File: src/rtl/i2c_target_pkg.sv
// Shared constants for the I2C responder: FSM state encodings and ACK/NACK bus levels.
package i2c_target_pkg;
  localparam logic [3:0] S_IDLE     = 4'd0;
  localparam logic [3:0] S_ADDR     = 4'd1;
  localparam logic [3:0] S_ADDR_ACK = 4'd2;
  localparam logic [3:0] S_PTR      = 4'd3;
  localparam logic [3:0] S_PTR_ACK  = 4'd4;
  localparam logic [3:0] S_WR       = 4'd5;
  localparam logic [3:0] S_WR_ACK   = 4'd6;
  localparam logic [3:0] S_RD       = 4'd7;
  localparam logic [3:0] S_RD_ACK   = 4'd8;

  localparam logic ACK  = 1'b0;
  localparam logic NACK = 1'b1;

  // bit counter values marking the ACK slot: 8 = byte shifted, 9 = ACK clock running
  localparam logic [3:0] BC_LAST = 4'd7;
  localparam logic [3:0] BC_BYTE = 4'd8;
  localparam logic [3:0] BC_ACK  = 4'd9;
endpackage

File: src/rtl/i2c_target_line_filter.sv
// Pad conditioning for one I2C line: 2-FF synchronizer, FILT_LEN-sample glitch filter,
// and single-cycle rise/fall pulses aligned with the filtered level.
module i2c_line_filter #(
  parameter int FILT_LEN = 3   // must be >= 2
) (
  input  logic clk,
  input  logic rst_n,
  input  logic raw,
  output logic filt,
  output logic rise,
  output logic fall
);
  logic [1:0]          sync;
  logic [FILT_LEN-1:0] hist;

  // idle bus level is high, so everything resets to 1
  always_ff @(posedge clk or negedge rst_n) begin
    if (!rst_n) begin
      sync <= '1;
      hist <= '1;
      filt <= 1'b1;
      rise <= 1'b0;
      fall <= 1'b0;
    end else begin
      sync <= {sync[0], raw};
      hist <= {hist[FILT_LEN-2:0], sync[1]};
      rise <= 1'b0;
      fall <= 1'b0;
      if (&hist && !filt) begin
        filt <= 1'b1;
        rise <= 1'b1;
      end else if (~|hist && filt) begin
        filt <= 1'b0;
        fall <= 1'b1;
      end
    end
  end
endmodule

File: src/rtl/i2c_target.sv
// I2C responder: 7-bit address, one-byte register pointer, auto-incrementing
// reads/writes against an external one-cycle strobe register interface.
module i2c_target
  import i2c_target_pkg::*;
#(
  parameter logic [6:0] DEVICE_ADDR = 7'b1010_001,
  parameter int         ADDR_W      = 8,
  parameter int         FILT_LEN    = 3
) (
  input  logic              clk,
  input  logic              rst_n,
  input  logic              scl_i,
  input  logic              sda_i,
  output logic              sda_oe,
  output logic [ADDR_W-1:0] reg_addr,
  output logic              reg_wr,
  output logic [7:0]        reg_wdata,
  output logic              reg_rd,
  input  logic [7:0]        reg_rdata,
  output logic              busy
);
  localparam logic [ADDR_W-1:0] PTR_ONE = ADDR_W'(1);

  logic scl, scl_rise, scl_fall;
  logic sda, sda_rise, sda_fall;

  i2c_line_filter #(.FILT_LEN(FILT_LEN)) u_scl_filt (
    .clk(clk), .rst_n(rst_n), .raw(scl_i), .filt(scl), .rise(scl_rise), .fall(scl_fall)
  );
  i2c_line_filter #(.FILT_LEN(FILT_LEN)) u_sda_filt (
    .clk(clk), .rst_n(rst_n), .raw(sda_i), .filt(sda), .rise(sda_rise), .fall(sda_fall)
  );

  logic start, stop;
  assign start = sda_fall & scl;
  assign stop  = sda_rise & scl;

  logic [3:0]        state;
  logic [7:0]        shreg;
  logic [3:0]        bitcnt;
  logic [ADDR_W-1:0] ptr;
  logic              rw, wr_pend, rd_lat;
  logic [7:0]        byte_in;

  assign byte_in = {shreg[6:0], sda};

  always_ff @(posedge clk or negedge rst_n) begin
    if (!rst_n) begin
      state     <= S_IDLE;
      shreg     <= '0;
      bitcnt    <= '0;
      ptr       <= '0;
      rw        <= 1'b0;
      wr_pend   <= 1'b0;
      rd_lat    <= 1'b0;
      sda_oe    <= 1'b0;
      busy      <= 1'b0;
      reg_addr  <= '0;
      reg_wr    <= 1'b0;
      reg_wdata <= '0;
      reg_rd    <= 1'b0;
    end else begin
      reg_wr <= 1'b0;
      reg_rd <= 1'b0;
      rd_lat <= reg_rd;
      // read data arrives the cycle after the strobe; load it ahead of the next RD byte
      if (rd_lat) shreg <= reg_rdata;
      if (wr_pend) begin
        wr_pend   <= 1'b0;
        reg_wr    <= 1'b1;
        reg_addr  <= ptr;
        reg_wdata <= shreg;
        ptr       <= ptr + PTR_ONE;
      end

      if (start) begin
        state  <= S_ADDR;
        bitcnt <= '0;
        sda_oe <= 1'b0;
      end else if (stop) begin
        state  <= S_IDLE;
        sda_oe <= 1'b0;
        busy   <= 1'b0;
      end else begin
        case (state)
          S_ADDR, S_PTR, S_WR: if (scl_rise) begin
            shreg  <= byte_in;
            bitcnt <= bitcnt + 4'd1;
            if (bitcnt == BC_LAST) begin
              if (state == S_ADDR) begin
                if (byte_in[7:1] == DEVICE_ADDR) begin
                  busy  <= 1'b1;
                  rw    <= byte_in[0];
                  state <= S_ADDR_ACK;
                end else begin
                  busy  <= 1'b0;
                  state <= S_IDLE;
                end
              end else if (state == S_PTR) begin
                ptr   <= ADDR_W'(byte_in);
                state <= S_PTR_ACK;
              end else begin
                wr_pend <= 1'b1;
                state   <= S_WR_ACK;
              end
            end
          end
          S_ADDR_ACK, S_PTR_ACK, S_WR_ACK: if (scl_fall) begin
            if (bitcnt == BC_BYTE) begin
              sda_oe <= ~ACK;
              bitcnt <= BC_ACK;
              if (state == S_ADDR_ACK && rw) begin
                reg_rd   <= 1'b1;
                reg_addr <= ptr;
              end
            end else begin
              bitcnt <= '0;
              if (state == S_ADDR_ACK && rw) begin
                state  <= S_RD;
                sda_oe <= ~shreg[7];
              end else begin
                sda_oe <= 1'b0;
                state  <= (state == S_ADDR_ACK) ? S_PTR : S_WR;
              end
            end
          end
          S_RD: begin
            if (scl_rise) bitcnt <= bitcnt + 4'd1;
            if (scl_fall) begin
              if (bitcnt == BC_BYTE) begin
                sda_oe <= 1'b0;
                state  <= S_RD_ACK;
              end else begin
                shreg  <= {shreg[6:0], 1'b0};
                sda_oe <= ~shreg[6];
              end
            end
          end
          S_RD_ACK: begin
            if (scl_rise) begin
              if (sda == ACK) begin
                ptr      <= ptr + PTR_ONE;
                reg_rd   <= 1'b1;
                reg_addr <= ptr + PTR_ONE;
                bitcnt   <= BC_ACK;
              end else begin
                state <= S_IDLE;
                busy  <= 1'b0;
              end
            end else if (scl_fall && bitcnt == BC_ACK) begin
              state  <= S_RD;
              bitcnt <= '0;
              sda_oe <= ~shreg[7];
            end
          end
          default: ;
        endcase
      end
    end
  end
endmodule

File: config.mk
export PLATFORM = sky130hd
export DESIGN_NAME = i2c_target
export DESIGN_NICKNAME = d
export VERILOG_FILES = /design/src/rtl/i2c_target_pkg.sv /design/src/rtl/i2c_target_line_filter.sv /design/src/rtl/i2c_target.sv
export SDC_FILE = /design/constraint.sdc
export NUM_CORES = 1
export LEC_CHECK = 0
export BUFFER_PORTS_ARGS = -buffer_cell sky130_fd_sc_hd__buf_2
export CAP_MARGIN = 20
export CORE_MARGIN = 2
export CORE_UTILIZATION = 40
export DETAILED_ROUTE_END_ITERATION = 6
export SYNTH_ARGS = -nofsm -noshare
export SYNTH_HDL_FRONTEND = slang
export SYNTH_SLANG_ARGS = --single-unit
export TNS_END_PERCENT = 50
File: constraint.sdc
create_clock -name clk -period 4.35 [get_ports clk]
set_input_delay 0 -clock clk [delete_from_list [all_inputs] [get_ports clk]]
set_output_delay 0 -clock clk [all_outputs]
set_load 0.02 [all_outputs]
After elaboration in Yosys (flattened, before gate mapping)
Index checks and enable logic that the tools add are counted.
Widths: inputs -> output; s select.
- logic and storage cells: 187
- bits of input ports: 12
- output and inout port bits: 20
- bits in read-only memories: 0
- register bits: 63
- RAM bits: 0
- latch bits: 0
- memories: 0
- mux-type cells: 96
- shift operators: 0
- reduce and logical (&&, ||, !) cells: 28
- equality and inequality tests: 32
- $mul: 0
- bitwise gates (word level): 6
- $lt $le $gt $ge: 0
- divide/modulo/power cells: 0
- add/sub/neg operators: 2
- operator list (kind ; count):
    $mux 8 ; 23
    $mux 4 ; 20
    $pmux 8 s2 ; 3
    $mux 1 ; 41
    $ne 4x4->1 const B ; 6
    $eq 4x3->1 const B ; 5
    $ne 4x3->1 const B ; 4
    $pmux 4 s4 ; 1
    $reduce_and 7->1 ; 2
    $eq 4x4->1 const B ; 3
    $ne 3x2->1 const B ; 4
    $pmux 4 s3 ; 1
    $reduce_or 3->1 ; 4
    $ne 5x4->1 const B ; 2
    $reduce_and 9->1 ; 1
    $add 8x1->8 const B ; 1
    $eq 4x2->1 const B ; 2
    $eq 7x7->1 const B ; 1
    $logic_and 1x1->1 ; 6
    $mux 3 ; 2
    $ne 3x3->1 const B ; 2
    $reduce_and 3->1 ; 2
    $reduce_and 6->1 ; 1
    $reduce_bool 6->1 ; 1
    other kinds (16) ; 26

Depth between registers and ports, before layout
Gate-level depths: netlist (run 1).
- depth in word-level cells: 9
- gate-level depth with buffers: 9

Cells and area by module
A second synthesis (run 1) with hierarchy kept.
- cells, all modules: 362
- area, all modules: 3509.6 µm²
- by module, submodules not included (module ; cells each ; times used ; area each (µm²)):
    i2c_target ; 332 ; 1 ; 2999.1
    i2c_line_filter ; 15 ; 2 ; 255.2

Worst setup path after synthesis (run 1)
OpenSTA, ideal clock, no wires.
- path type: register -> register
- start: register bitcnt[0]
- end: register state[0]
- arrival time: 1697 ps
- library setup time: 125 ps
- cell stages (with the launch flop): 9
- slack: 2528 ps
- cells stage by stage: dfrtp_1 inv_1 ha_1 and3b_1 clkbuf_1 o211ai_1 nand3_1 o21ai_1 mux2_2
- word-level cells in the longest chain between the ends: 4
- RTL lines (element ; line ; source):
    start: declaration ; i2c_target.sv:40 ; logic [3:0] bitcnt;
    start signal: assignment ; i2c_target.sv:88 ; bitcnt <= bitcnt + 4'd1;
    start signal: assignment ; i2c_target.sv:128 ; if (scl_rise) bitcnt <= bitcnt + 4'd1;
    $eq 4x4->1 ; i2c_target.sv:150 ; end else if (scl_fall && bitcnt == BC_ACK) begin
    $logic_and 1x1->1 ; i2c_target.sv:150 ;
    $ne 5x4->1 (no line) ; - ;
    $reduce_and 9->1 (no line) (*) ; - ;
    end signal: assignment ; i2c_target.sv:123 ; state <= (state == S_ADDR_ACK) ? S_PTR : S_WR;
    end: declaration ; i2c_target.sv:38 ; logic [3:0] state;
Mark *: on every way between the ends. The rest lies on a longest branch, timed or not.
A chain may end at the register's enable or synchronous reset.

Worst setup path after layout (run 1)
- start: register state[2]
- end: register reg_addr[3]
- word-level cells in the longest chain between the ends: 8
- RTL lines (element ; line ; source):
    $eq 4x2->1 ; i2c_target.sv:85, i2c_target.sv:112 ;
    $logic_and 1x1->1 ; i2c_target.sv:112 ; if (state == S_ADDR_ACK && rw) begin
    $mux 8 ; i2c_target.sv:112 ;
    $mux 8 ; i2c_target.sv:109 ; if (bitcnt == BC_BYTE) begin
    $mux 8 ; i2c_target.sv:108 ; S_ADDR_ACK, S_PTR_ACK, S_WR_ACK: if (scl_fall) begin
    $pmux 8 s2 (*) ; i2c_target.sv:85 ; case (state)
    $mux 8 (*) ; i2c_target.sv:80 ; end else if (stop) begin
    $mux 8 (*) ; i2c_target.sv:76 ; if (start) begin
    end signal: assignment ; i2c_target.sv:71 ; reg_addr <= ptr;
    end signal: assignment ; i2c_target.sv:114 ; reg_addr <= ptr;
    end signal: assignment ; i2c_target.sv:144 ; reg_addr <= ptr + PTR_ONE;
    end: declaration ; i2c_target.sv:15 ; output logic [ADDR_W-1:0] reg_addr,
Marked as above.

==> results.yml, run 1 <==
worst_setup_path:
  crit_cells: 5
  setup.worst_path.end_class: "register"
  crit_buf_inv: 0
  r2r_start: "state[2]"
  critical-path-top-delay-family: "simple AND/OR/NAND/NOR gates"
  crit_slowest_cell: "nand4_1"
  worstPathMaxFanout: 13
  rrSetupSlack_ns: 2.05
  critPathRequiredTime_ns: 4.59
  crit_arrival_ns: 2.54
  start_kind: "register"
  crit_type: "register to register"
  critPathMaxStageDelay_ns: 0.55
  rr_endpoint: "reg_addr[3]"
  reg2regPathDepth: 5
  crit_chain: "nor4b_1, nand4_1, nor2b_1, mux2i_1, o211ai_1"
cts:
  cts_root_buf: "clkbuf_8"
  cts.path.max_buffers: 2
  cts_buffers: 9
  ctsResizeCount: 0
  clk_latency_ns: 0.36
  cts_sinks: 63
  path_clk_slew_ns: 0.08
  cts_tree: "built"
  htreeDepth: 3
floorplan:
  fp.dieH_um: 97.05
  core_mm2: 0.008299
  die-area_mm2: 0.009419
  initial_utilization: 0.4173
  die_x_um: 97.05
  ios: 32
  rows: 33
drt:
  vias_per_cell: 5.669
  ant_nets: 0
  via_count: 2846
  detailedRoute.firstPassIterationCount: 4
  wire_per_inst_um: 16.95
  wirelength_um: 8508
  dr.first_iter.drc_count: 249
  drc: 0
global_route:
  grt_pass1_vias: 2832
  grt_pass1_wl_um: 14340
  grt_antenna_before_repair: 0
  grt_start_max_net_pins: 64
  gr-total-overflow: 0
  grt_util_all_layers: 0.1888
layout:
  final_cell_mix: "dfrtp_1 (51), nand2_1 (42), buf_2 (31), o21ai_0 (23), nor2_1 (19)"
  final_net_count: 408
  n_antenna_cell: 0
  mostFrequentLayoutCell: "dfrtp_1"
  n_fill_cell: 772
  drive_above_1_share: 0.2065
  area_growth_pct: 15.64
timing:
  setup_viol: 0
  finalCriticalPeriod_ns: 2.298
  finalCritPeriodShare: 0.5283
  relSlewSlack: 0.4575
  finalHoldViolCount: 1
  rsz0062_at_grt: "no"
  fin_skew_ns: 0.01061
  fmax_mhz: 435.2
  whs_ns: -0.004808
  tns_ns: 0
  final_max_slew_viol_count: 0
  fin_ws_ns: 2.052
  worst_slew_pin_slew_ns: 0.8121
power_and_ir_drop:
  peakVddDrop_uv: 223.2
  powerDensity_mw_per_mm2: 474.1
  p_clk_frac: 0.322
  p_switching_uw: 686.2
  internal-power_mw: 1.213
  power_mw: 1.899
  leakagePower_nw: 1.722
  seqPwrFrac: 0.421
  sw_frac_of_total: 0.3614
  combinationalPowerShare: 0.257
status:
  violations: "negative hold slack"
  status: "finished with violations"
yosys:
  synth_compound_area_frac: 0.1857
  synth_xor_area_frac: 0.03035
  ys_ff_latch: 63
  synthSimpleGateAreaFrac: 0.1781
  synthesis.nets: 377
  synthArstFlopShare: 1.000
  synthMuxAreaShare: 0.08526
  synthAdderAreaFrac: 0.01445
  syn_area_per_cell_um2: 9.594
  synth_ff_type: "dfrtp_1"
  synth_top_family_by_area: "compound AO/OA/AOI/OAI gates"
  ys_warn_count: 0
  synth-edff-count: 0
  synth_cell_type_count: 59
  synthCells: 361
  synth_area_mm2: 0.003463
  synth-seq-area-share: 0.4595
placed_design:
  place_ws_ns: 1.874
  hpwlAfterDp_um: 5755
  gp_congestion: 0.9064
  port_buffers: 31
worst_hold_path:
  min_path_type: "input pin to register"
  min-delay-start: "reg_rdata[6]"
  min_to: "shreg[6]"
  hold_depth: 3
run:
  maxCapViolations: 0
## power by group through the flow
stage               combinational (mW)  sequential, mW  clock [mW]
finish                           0.488           0.800       0.611
global route                     0.541           0.815       0.653
CTS                              0.485           0.797       0.624
detailed placement               0.479           0.806           0
global placement                 0.474           0.805           0
floorplan                        0.411           0.748           0
## cells by family (layout without fill, tap and decap cells)
logic type,Yosys count,in the layout
AO/OA/AOI/OAI,96,96
XOR/XNOR,12,12
adder cells (fa/ha/maj),4,4
buffers and inverters,37,73
flip-flops,63,63
multiplexers,28,28
AND/OR/NAND/NOR,121,121
## worst max path at each step
stage               from     endpoint
3_5_place_dp   bitcnt[0]       ptr[0]
3_3_place_gp   bitcnt[0]       ptr[0]
6_report        state[2]  reg_addr[3]
4_1_cts        bitcnt[0]       ptr[0]
2_1_floorplan  bitcnt[0]     state[0]
5_1_grt        bitcnt[0]  reg_addr[3]
## final cells by class
cell class                      instances  area [um^2]  share of cell area
Clock buffer                           11        173.9             0.04342
Clock inverter                          5        67.56             0.01687
Inverter                               12        45.04             0.01125
Multi-Input combinational cell        261         1710              0.4271
Sequential cell                        63         1592              0.3974
Tap cell                              105        131.4             0.03280
Timing Repair Buffer                   45        285.3             0.07123
## cells in the mapped netlist, types with 6 or more instances
| cell | n | share of area |
|---|---|---|
| nor3_1 | 10 | 0.014 |
| mux2i_1 | 16 | 0.046 |
| inv_1 | 12 | 0.013 |
| clkbuf_1 | 11 | 0.012 |
| dfrtp_1 | 51 | 0.37 |
| a22oi_1 | 6 | 0.013 |
| o22ai_1 | 12 | 0.022 |
| nand3_1 | 11 | 0.016 |
| nand4_1 | 6 | 0.011 |
| xnor2_1 | 8 | 0.020 |
| buf_2 | 8 | 0.012 |
| nand2_1 | 42 | 0.046 |
| dfstp_2 | 12 | 0.091 |
| a21oi_1 | 12 | 0.017 |
| o211ai_1 | 9 | 0.020 |
| o21ai_0 | 23 | 0.033 |
| mux2_2 | 12 | 0.039 |
| nor2_1 | 19 | 0.021 |
## what timing repair did
item	in CTS	in global routing
hold buffers	10	0
hold endpoints to repair	60	0
setup buffers	0	0
## worst register-to-register path, cell delays in order (launching register included)
cell      delay [ns]
dfrtp_1         0.52
nor4b_1         0.47
nand4_1         0.55
nor2b_1         0.37
mux2i_1         0.19
o211ai_1        0.09
## metrics by stage
step | instance area [um^2] | hold WS, ns | instances | util
6_report | 4005 | -0.004808 | 502 | 0.4826
5_1_grt | 4005 | 0.04278 | 502 | 0.4826
3_5_place_dp | 3656 | 0.1073 | 475 | 0.4405
2_1_floorplan | 3463 | -0.2956 | 361 | -
3_3_place_gp | 3656 | 0.1063 | 475 | 0.4405
4_1_cts | 3998 | 0.0001811 | 501 | 0.4817
## registers in the layout, summed over array words and instances (netlist names), 2 cells and up
register         flops
reg_addr             8
shreg                8
u_sda_filt.hist      3
reg_wdata            8
ptr                  8
u_sda_filt.sync      2
state                4
u_scl_filt.sync      2
bitcnt               4
u_scl_filt.hist      3
## per-layer routing
| metal | track usage | routed length (um) | vias up |
|---|---|---|---|
| met2 | 0.2762 | 3801 | 90 |
| met3 | 0.04532 | 478 | 11 |
| met1 | 0.2762 | 4131 | 1356 |
| met5 | 0 | 0 | - |
| met4 | 0.05959 | 97 | 0 |
| li1 | - | - | 1389 |
No activity file was read; power rests on OpenSTA's default activity.
==> inputs of run 2 (changes only) <==
ABC_AREA = 1   (was not set)
clock period = 2.2 ns   (was 4.35 ns; I/O delays follow)
==> run 2 against run 1 <==
The flow now finishes without violations; synthesized area up 12%; die area increased by 11%; total power is 140% higher; critical path depth grew 5; largest power group is now combinational logic.
==> results.yml, run 2 <==
yosys:
  ys_ff_latch: 63
  synth-seq-area-share: 0.4117
  yosysTopAreaCellShare: 0.3301
  synth_common_cells: "nand2_1 (214), nand3_1 (73), dfrtp_1 (51)"
  synth_ff_type: "dfrtp_1"
  ys_warn_count: 0
  syn_area_per_cell_um2: 6.783
  synthesis.nets: 586
  synth-edff-count: 0
  synth_area_mm2: 0.003866
  synth_area_leaders: "dfrtp_1 (33%), nand2_1 (21%), nand3_1 (9.4%)"
  synthCells: 570
  synth_cell_type_count: 33
  yosysTopAreaCell: "dfrtp_1"
  synthArstFlopShare: 1.000
  synth.most_common_cell: "nand2_1"
timing:
  final_max_slew_viol_count: 0
  fmax_mhz: 521.0
  finalHoldViolCount: 0
  tns_ns: 0
  fin_skew_ns: 0.008831
  finalCritPeriodShare: 0.8725
  setup_viol: 0
  finalCriticalPeriod_ns: 1.919
  relSlewSlack: 0.4480
  fin_ws_ns: 0.2805
  rsz0062_at_grt: "no"
  worst_slew_pin_slew_ns: 0.8280
placed_design:
  hpwlAfterDp_um: 7805
  port_buffers: 31
  place_ws_ns: 0.2277
  gp_congestion: 0.9121
drt:
  wirelength_um: 10770
  wl_met1_um: 4864
  ant_nets: 0
  dr.first_iter.drc_count: 242
  drc: 0
  highest_layer: "met4"
  detailedRoute.firstPassIterationCount: 5
  vias_per_cell: 5.117
  wire_per_inst_um: 14.28
  wl_met2_um: 5243
  via_count: 3858
  wl_met3_um: 438
layout:
  final_cell_mix: "nand2_1 (214), nand3_1 (73), dfrtp_1 (51), inv_1 (47), o21ai_0 (47)"
  final_net_count: 636
  area_growth_pct: 16.54
  n_antenna_cell: 0
  mostFrequentLayoutCell: "nand2_1"
  drive_above_1_share: 0.1568
cts:
  cts_root_buf: "clkbuf_8"
  cts_buffers: 9
  cts_tree: "built"
  cts.path.max_buffers: 2
  path_clk_slew_ns: 0.08
  ctsResizeCount: 0
  htreeDepth: 3
  cts_sinks: 63
  clk_latency_ns: 0.35
power_and_ir_drop:
  powerDensity_mw_per_mm2: 995.3
  leakagePower_nw: 2.393
  peakVddDrop_uv: 431.4
global_route:
  grt_start_max_net_pins: 64
  grt_pass1_vias: 3701
  grt_antenna_before_repair: 0
  grt_pass1_wl_um: 17990
  gr-total-overflow: 0
  grt_util_all_layers: 0.2226
worst_setup_path:
  crit_arrival_ns: 2.17
  setup.worst_path.end_class: "register"
  critPathRequiredTime_ns: 2.45
  start_kind: "register"
  worstPathMaxFanout: 8
  crit_type: "register to register"
floorplan:
  fp.dieH_um: 102.3
  die-area_mm2: 0.01047
  die_x_um: 102.3
  ios: 32
  rows: 35
  core_mm2: 0.009328
  initial_utilization: 0.4145
run:
  maxCapViolations: 0
worst_hold_path:
  min_path_type: "input pin to register"
status:
  status: "finished clean"
[run 2: changes by cell type after synthesis, sizes merged, moves of 11 or more]
cell | before | now
nand2 | 42 | 219
nand3 | 11 | 74
nor2 | 19 | 54
mux2i | 16 | 0
o21ai | 27 | 56
mux2 | 12 | 0
inv | 12 | 57
o22ai | 12 | 1
[run 2: timing repair]
| action | in CTS | in global routing |
|---|---|---|
| setup buffers | 0 | 3 |
| hold buffers | 11 | 0 |
| setup endpoints to repair | 0 | 1 |
| endpoints found under the hold margin | 61 | 0 |
[run 2: final cells by class]
class                           instances  area (um^2)
Fill cell                             957         4822
Multi-Input combinational cell        436         1994
Sequential cell                        63         1592
Timing Repair Buffer                   53        347.8
Inverter                               57        214.0
Tap cell                              129        161.4
Clock buffer                           10        148.9
Clock inverter                          6        47.55
[run 2: cell families (layout without fill, tap and decap cells)]
group,Yosys count,after routing,synth area share
AO/OA/AOI/OAI,68,68,0.09514
flip-flops,63,63,0.4116
AND/OR/NAND/NOR,362,362,0.4032
adder cells (fa/ha/maj),4,4,0.01295
XOR/XNOR,2,2,0.004532
buffers and inverters,71,126,0.07249
[run 2: worst paths after layout]
path	from	slack, ns	cells past startpoint	end
min	scl_i	0.29	2	u_scl_filt.sync[0]
max reg2reg	state[1]	0.28	10	sda_oe
min reg2reg	u_scl_filt.sync[0]	0.36	0	u_scl_filt.sync[1]
max	state[1]	0.28	10	sda_oe
max in group asynchronous	rst_n	1.30	3	bitcnt[3]
min in group asynchronous	rst_n	0.35	3	reg_wdata[3]
[run 2: worst max-delay path, cell delays in order (launching register included)]
cell	delay (ns)
dfrtp_1	0.48
inv_1	0.15
nand2_1	0.11
nor2_4	0.25
inv_2	0.13
nand2_1	0.14
nor2_1	0.10
a21oi_1	0.25
nand2_1	0.08
nand2_1	0.06
nand2_1	0.05
[run 2: power breakdown]
group	internal, mW	switching (mW)
combinational	0.622	1.34
clock	0.490	0.507
sequential	1.32	0.202
[run 2: routing by layer]
layer  GRT usage  vias up
li1            -     1923
met1      0.2960     1819
met2      0.3669       95
met3     0.04378       21
met4     0.07077        0
met5           0        -
[run 2: through the flow]
stage | util | total power [mW] | std cells | instance area [um^2] | hold WS, ns
after floorplan | - | 2.919 | 570 | 3866 | -0.2956
after global routing | 0.4830 | 4.861 | 754 | 4506 | 0.2770
after CTS | 0.4806 | 4.494 | 751 | 4483 | 0.2686
after global placement | 0.4478 | 3.464 | 724 | 4177 | 0.1071
final | 0.4830 | 4.484 | 754 | 4506 | 0.2858
after detailed placement | 0.4478 | 3.452 | 724 | 4177 | 0.1065
